### src/rtl/status_frame_pkg.sv
// Shared definitions for the status frame decoder.
//   CHUNK_W   payload chunk width carried by each received byte
//   TAG_*     byte tags in data_receive[1:0]
//   CHK_SEED  seed folded into the running XOR checksum
//   state_t   frame assembly states
//   rx_byte_t received byte layout {payload, tag}
package status_frame_pkg;

    localparam int unsigned CHUNK_W = 6;

    localparam logic [1:0] TAG_FILL  = 2'b00;
    localparam logic [1:0] TAG_START = 2'b01;
    localparam logic [1:0] TAG_END   = 2'b10;
    localparam logic [1:0] TAG_CONT  = 2'b11;

    localparam logic [CHUNK_W-1:0] CHK_SEED = 6'h2A;

    typedef enum logic [1:0] {
        IDLE    = 2'd0,
        COLLECT = 2'd1,
        CHECK   = 2'd2
    } state_t;

    typedef struct packed {
        logic [CHUNK_W-1:0] payload;
        logic [1:0]         tag;
    } rx_byte_t;

    // One checksum accumulation step.
    function automatic logic [CHUNK_W-1:0] chk_step(input logic [CHUNK_W-1:0] acc,
                                                    input logic [CHUNK_W-1:0] chunk);
        return acc ^ chunk;
    endfunction

endpackage

### src/rtl/rx_idle_timer.sv
// Idle interval timer: counts cycles while run is high, clears on clear.
//   clk, rst  clock, asynchronous active-high reset
//   clear     restart the interval from zero
//   run       count enable
//   expired   high while run is set and LIMIT cycles have elapsed since clear;
//             the count saturates there until cleared
module rx_idle_timer #(
    parameter int unsigned WIDTH = 16,
    parameter int unsigned LIMIT = 50000
) (
    input  logic clk,
    input  logic rst,
    input  logic clear,
    input  logic run,
    output logic expired
);

    logic [WIDTH-1:0] count;

    // Decoded one cycle early so the owner reacts on the LIMIT-th edge.
    assign expired = run && (count == WIDTH'(LIMIT - 1));

    always_ff @(posedge clk or posedge rst) begin
        if (rst) begin
            count <= '0;
        end else if (clear) begin
            count <= '0;
        end else if (run && !expired) begin
            count <= count + WIDTH'(1);
        end
    end

endmodule

### src/rtl/status_frame_decoder.sv
// Assembles tagged UART bytes into checksum-protected status frames and
// commits them atomically to the flags register.
//   clk, rst       clock, asynchronous active-high reset
//   data_valid     one-cycle strobe qualifying data_receive
//   data_receive   received byte: [7:2] payload chunk, [1:0] tag
//   flags          last committed status, chunk k at flags[6k+5:6k]
//   feedback_leds  low LED_WIDTH bits of flags
//   frame_ok       pulse: frame committed
//   frame_err      pulse: checksum, timeout or protocol error
//   busy           frame in progress
//   stale          no good frame for STALE_CYCLES
// Build option: define STATUS_STALE_EN to enable the stale timer; without it
// stale stays 0 and flags hold their last committed value indefinitely.
module status_frame_decoder
    import status_frame_pkg::*;
#(
    parameter int unsigned NUM_FLAGS      = 12,
    parameter int unsigned LED_WIDTH      = 4,
    parameter int unsigned TIMEOUT_CYCLES = 50000,
    parameter int unsigned STALE_CYCLES   = 5000000
) (
    input  logic                 clk,
    input  logic                 rst,
    input  logic                 data_valid,
    input  logic [7:0]           data_receive,
    output logic [NUM_FLAGS-1:0] flags,
    output logic [LED_WIDTH-1:0] feedback_leds,
    output logic                 frame_ok,
    output logic                 frame_err,
    output logic                 busy,
    output logic                 stale
);

    localparam int unsigned NUM_CHUNKS = (NUM_FLAGS + CHUNK_W - 1) / CHUNK_W;
    localparam int unsigned BUF_W      = NUM_CHUNKS * CHUNK_W;
    localparam int unsigned IDX_W      = (NUM_CHUNKS > 1) ? $clog2(NUM_CHUNKS) : 1;
    localparam int unsigned TO_W       = $clog2(TIMEOUT_CYCLES + 1);
    localparam int unsigned STALE_W    = $clog2(STALE_CYCLES + 1);

`ifdef STATUS_STALE_EN
    localparam logic STALE_ON = 1'b1;
`else
    localparam logic STALE_ON = 1'b0;
`endif

    state_t             state, state_d;
    rx_byte_t           rx;
    logic [BUF_W-1:0]   chunk_buf;
    logic [CHUNK_W-1:0] acc;
    logic [IDX_W-1:0]   idx;
    logic               byte_c, load_first_c, load_next_c, commit_c, err_c;
    logic               timeout_hit, stale_hit;

    assign rx            = rx_byte_t'(data_receive);
    assign byte_c        = data_valid && (rx.tag != TAG_FILL);
    assign busy          = (state != IDLE);
    assign feedback_leds = flags[LED_WIDTH-1:0];

    // Inter-byte timeout: filler does not restart it, any tagged byte does.
    rx_idle_timer #(.WIDTH(TO_W), .LIMIT(TIMEOUT_CYCLES)) u_byte_timer (
        .clk     (clk),
        .rst     (rst),
        .clear   (byte_c || (state == IDLE)),
        .run     (state != IDLE),
        .expired (timeout_hit)
    );

    // Stale timer: runs only when the option is built in, restarts on commit.
    rx_idle_timer #(.WIDTH(STALE_W), .LIMIT(STALE_CYCLES)) u_stale_timer (
        .clk     (clk),
        .rst     (rst),
        .clear   (commit_c),
        .run     (STALE_ON),
        .expired (stale_hit)
    );

    // State register.
    always_ff @(posedge clk or posedge rst) begin
        if (rst) begin
            state <= IDLE;
        end else begin
            state <= state_d;
        end
    end

    // Next-state and datapath controls; a tagged byte takes priority over timeout.
    always_comb begin
        state_d      = state;
        load_first_c = 1'b0;
        load_next_c  = 1'b0;
        commit_c     = 1'b0;
        err_c        = 1'b0;
        case (state)
            IDLE: begin
                if (byte_c && (rx.tag == TAG_START)) begin
                    load_first_c = 1'b1;
                    state_d      = (NUM_CHUNKS == 1) ? CHECK : COLLECT;
                end
            end
            COLLECT: begin
                if (byte_c) begin
                    case (rx.tag)
                        TAG_CONT: begin
                            load_next_c = 1'b1;
                            if (idx == IDX_W'(NUM_CHUNKS - 1)) begin
                                state_d = CHECK;
                            end
                        end
                        TAG_START: begin
                            err_c        = 1'b1;
                            load_first_c = 1'b1;
                            state_d      = (NUM_CHUNKS == 1) ? CHECK : COLLECT;
                        end
                        default: begin
                            err_c   = 1'b1;
                            state_d = IDLE;
                        end
                    endcase
                end else if (timeout_hit) begin
                    err_c   = 1'b1;
                    state_d = IDLE;
                end
            end
            CHECK: begin
                if (byte_c) begin
                    case (rx.tag)
                        TAG_END: begin
                            if (rx.payload == acc) begin
                                commit_c = 1'b1;
                            end else begin
                                err_c = 1'b1;
                            end
                            state_d = IDLE;
                        end
                        TAG_START: begin
                            err_c        = 1'b1;
                            load_first_c = 1'b1;
                            state_d      = (NUM_CHUNKS == 1) ? CHECK : COLLECT;
                        end
                        default: begin
                            err_c   = 1'b1;
                            state_d = IDLE;
                        end
                    endcase
                end else if (timeout_hit) begin
                    err_c   = 1'b1;
                    state_d = IDLE;
                end
            end
            default: state_d = IDLE;
        endcase
    end

    // Chunk buffer and running checksum (seeded so END compares directly).
    always_ff @(posedge clk or posedge rst) begin
        if (rst) begin
            chunk_buf <= '0;
            acc       <= '0;
            idx       <= '0;
        end else if (load_first_c) begin
            chunk_buf <= BUF_W'(rx.payload);
            acc       <= chk_step(CHK_SEED, rx.payload);
            idx       <= IDX_W'(1);
        end else if (load_next_c) begin
            for (int unsigned k = 0; k < NUM_CHUNKS; k++) begin
                if (idx == IDX_W'(k)) begin
                    chunk_buf[k*CHUNK_W +: CHUNK_W] <= rx.payload;
                end
            end
            acc <= chk_step(acc, rx.payload);
            idx <= idx + IDX_W'(1);
        end
    end

    // Registered status outputs; a commit overrides a simultaneous stale event.
    always_ff @(posedge clk or posedge rst) begin
        if (rst) begin
            flags     <= '0;
            frame_ok  <= 1'b0;
            frame_err <= 1'b0;
            stale     <= 1'b0;
        end else begin
            frame_ok  <= commit_c;
            frame_err <= err_c;
            if (commit_c) begin
                flags <= chunk_buf[NUM_FLAGS-1:0];
                stale <= 1'b0;
            end else if (stale_hit) begin
                flags <= '0;
                stale <= 1'b1;
            end
        end
    end

endmodule

### config.mk
export PLATFORM = sky130hd
export DESIGN_NAME = status_frame_decoder
export DESIGN_NICKNAME = d
export VERILOG_FILES = /design/src/rtl/status_frame_pkg.sv /design/src/rtl/rx_idle_timer.sv /design/src/rtl/status_frame_decoder.sv
export SDC_FILE = /design/constraint.sdc
export NUM_CORES = 1
export LEC_CHECK = 0
export BUFFER_PORTS_ARGS = -buffer_cell sky130_fd_sc_hd__buf_4
export CAP_MARGIN = 5
export CELL_PAD_IN_SITES_DETAIL_PLACEMENT = 0
export CELL_PAD_IN_SITES_GLOBAL_PLACEMENT = 2
export CORE_ASPECT_RATIO = 0.9
export CORE_MARGIN = 3
export CORE_UTILIZATION = 33
export DETAILED_ROUTE_END_ITERATION = 12
export PLACE_DENSITY_LB_ADDON = 0.08
export SETUP_SLACK_MARGIN = 0.2
export SLEW_MARGIN = 20
export SYNTH_ARGS = -nofsm -noshare
export SYNTH_HDL_FRONTEND = slang
export SYNTH_SLANG_ARGS = --single-unit
### constraint.sdc
create_clock -name clk -period 1.8 [get_ports clk]
set_input_delay 0.09 -clock clk [delete_from_list [all_inputs] [get_ports clk]]
set_output_delay 0.09 -clock clk [all_outputs]
set_load 0.01 [all_outputs]
==> results.json <==
{
  "status": "finished, final reports clean",
  "antenna_cells": 0,
  "grt_max_degree": 23,
  "final_cell_mix": "dfrtp_1 (50), buf_4 (49), nand2_1 (27)",
  "final_cell_area_sq_um": 3250,
  "p_leak_nw": 1.46,
  "antenna_found_initial": 0,
  "vdd_ir_drop_max_uv": 480,
  "worst_slack_ps": 57.6,
  "crit_path_end_kind": "register",
  "hold_violations": 0,
  "cp.depth": 6,
  "max_freq_ghz": 0.574,
  "path_class": "reg2reg",
  "period_minus_slack_ps": 1740,
  "io_buffers": 29,
  "drc": 0,
  "grt_pass1_wl_mm": 9.47,
  "cp_max_fo": 6,
  "min_path_type": "in2reg",
  "grt_use_total_pct": 13.8,
  "clockBufferDepth": 2,
  "pre_cts_slack_ps": 14.4,
  "die_h_microns": 88.6,
  "overflow": 0,
  "rrSetupSlack_ps": 60,
  "clk_latency_ps": 310,
  "syn_area_per_cell_sq_um": 10.5,
  "startpoint": "state[0]$_DFFE_PP0P_",
  "clk_pin_slew_worst_paths_ps": 110,
  "timing.final.crit_share_pct": 96.8,
  "synth_cells": 239,
  "setup_violations": 0,
  "ios": 31,
  "r2r-end": "chunk_buf[2]$_DFFE_PP0P_",
  "p_per_area_nw_per_um2": 1150,
  "drt_pre_antenna_iters": 4,
  "report.final.slew_viol_count": 0,
  "whs_ps": 7.03,
  "crit_path_end": "chunk_buf[2]$_DFFE_PP0P_",
  "layout.nets": 306,
  "start_kind": "register",
  "synth_edf_count": 0,
  "dp_cells": 366,
  "synthArstFlopShare_pct": 100,
  "critPathMaxStageDelay_ps": 420,
  "grt_pass1_vias": 1844,
  "ys_types": 39,
  "fin_cells": 384,
  "maxCapViolCount": 0,
  "crit_slowest_cell": "dfrtp_2",
  "cts.sinks": 51,
  "final-seq-area_sq_um": 1280,
  "core_area_sq_um": 7180,
  "clock-root-buffer": "clkbuf_8",
  "avgViaCountPerCell": 5.02,
  "synth_area_sq_um": 2500,
  "fillers": 680,
  "ys_ff_latch": 51,
  "critical_path_arrival_ps": 1940,
  "cts_buffers": 5,
  "synthFlopType": "dfrtp_1",
  "synth_seq_area_share_pct": 51.1,
  "critical_path.top_delay_family": "flip-flops",
  "worstRegToRegCells": 6,
  "skew_ps": 7.94,
  "dpl_cell_area_sq_um": 2940,
  "htree_levels": 2,
  "first_iter_violations": 111,
  "crit_chain": "inv_2 -> ha_4 -> nor2_2 -> or3_4 -> o21ai_4 -> mux2_4",
  "ys_warn_count": 0,
  "cts_tree": "yes",
  "rsz0062_at_grt": "true",
  "drive_above_1_share_pct": 35.4,
  "slew_headroom_pct": 65.4,
  "multi_input_area_sq_um": 1250,
  "layout_commonest_cell": "dfrtp_1",
  "vias": 1927,
  "cp.buffers_inverters": 1,
  "syn-num-nets": 255,
  "final.setup.tns_ps": 0,
  "post_drt_wl_per_cell_microns": 15.0,
  "detail-route-antenna-nets": 0,
  "drt-total-wl_mm": 5.75,
  "routabilityCongestion": 0.765,
  "r2r-start": "state[0]$_DFFE_PP0P_",
  "die_w_microns": 97.7,
  "tightest_slew_ps": 513,
  "dp_hpwl_mm": 3.98,
  "area.growth.synth_to_final_pct": 29.9,
  "fp.dieArea_sq_um": 8650,
  "crit_required_ps": 2000,
  "rows": 29,
  "start_util_pct": 34.8
}
-- synthesized netlist by cell type, drive strengths merged, types with 3 or more instances --
cell type,n,area (sq um)
a311oi,4,35.0
nor3,5,30.0
xnor2,13,114
mux2,19,214
buf,8,61.3
o21ai,15,86.3
clkbuf,3,11.3
and4b,3,30.0
nand3,7,35.0
inv,8,30.0
nor2,20,75.1
a22oi,3,22.5
nand2,28,105
nand4,6,37.5
a21oi,11,55.1
or3,3,18.8
nor4,4,25.0
a31oi,3,18.8
dfrtp,51,1280
ha,5,62.6
-- worst register-to-register path, cell delays in order, from the launching register on --
cell and delay (ps):
dfrtp_2 420, inv_2 70, ha_4 260, nor2_2 40, or3_4 350, o21ai_4 150, mux2_4 330
-- flip-flops by register name, indices dropped and copies added (netlist names) --
| signal | count |
|---|---|
| idx | 1 |
| u_byte_timer.count | 16 |
| acc | 6 |
| frame_err | 1 |
| flags | 12 |
| state | 2 |
| frame_ok | 1 |
| chunk_buf | 12 |
-- logic make-up (layout without fill, tap and decap cells) --
| family | after synthesis | count (layout) | share of synthesized area [%] |
|---|---|---|---|
| AO/OA/AOI/OAI | 41 | 41 | 10.3 |
| XOR/XNOR | 14 | 14 | 4.91 |
| adder cells (fa/ha/maj) | 5 | 5 | 2.50 |
| buffers and inverters | 19 | 71 | 4.11 |
| flip-flops | 51 | 51 | 51.1 |
| multiplexers | 21 | 21 | 9.36 |
| other | 1 | 1 | 0.150 |
| AND/OR/NAND/NOR | 87 | 87 | 17.6 |
-- where the power goes --
group / switching (W) / total, W / internal (W)
clock: 0.000427 / 0.000850 / 0.000422
combinational: 0.000586 / 0.00126 / 0.000675
sequential: 0.000213 / 0.00162 / 0.00140
total: 0.00123 / 0.00373 / 0.00250
-- worst min path at each step --
stage,startpoint,to,slack [ps],cells after the start
after global routing,data_receive[7],acc[5]$_DFFE_PP0P_,8,2
after detailed placement,rst,u_byte_timer.count[12]$_DFFE_PP0P_,120,2
final,data_receive[7],acc[5]$_DFFE_PP0P_,7,2
after CTS,data_receive[7],acc[5]$_DFFE_PP0P_,8,2
after global placement,rst,u_byte_timer.count[8]$_DFFE_PP0P_,120,2
after floorplan,data_receive[7],acc[5]$_DFFE_PP0P_,200,1
-- timing repair --
item                                   in CTS  in global routing
resized for setup                          14                 12
hold buffers                                1                  0
buffers inserted                            4                  5
pin swaps                                   3                  5
endpoints found under the hold margin      16                  0
setup endpoints to repair                  37                 40
-- through the flow --
step	utilization [%]	total power (W)
CTS	43.8	0.00360
finish	45.2	0.00373
global placement	41.0	0.00264
floorplan	-	0.00230
global route	45.2	0.00397
detailed placement	41.0	0.00264
-- area by class of cell --
cell class | count | area share, %
clock buffer | 5 | 2.12
clock inverter | 3 | 1.46
inverter | 8 | 0.925
multi-input combinational | 169 | 38.5
sequential | 51 | 39.4
tap | 93 | 3.59
timing repair buffer | 55 | 14.0
-- metal layers --
layer | global-route usage (%) | part of all wire [%] | vias up
met5 | 0 | 0 | -
met4 | 3.40 | 0.54 | 0
met3 | 2.76 | 3.6 | 4
met2 | 19.9 | 43 | 34
met1 | 21.3 | 53 | 943
li1 | - | - | 946
Note: power is estimated with default switching activity, not from simulation.
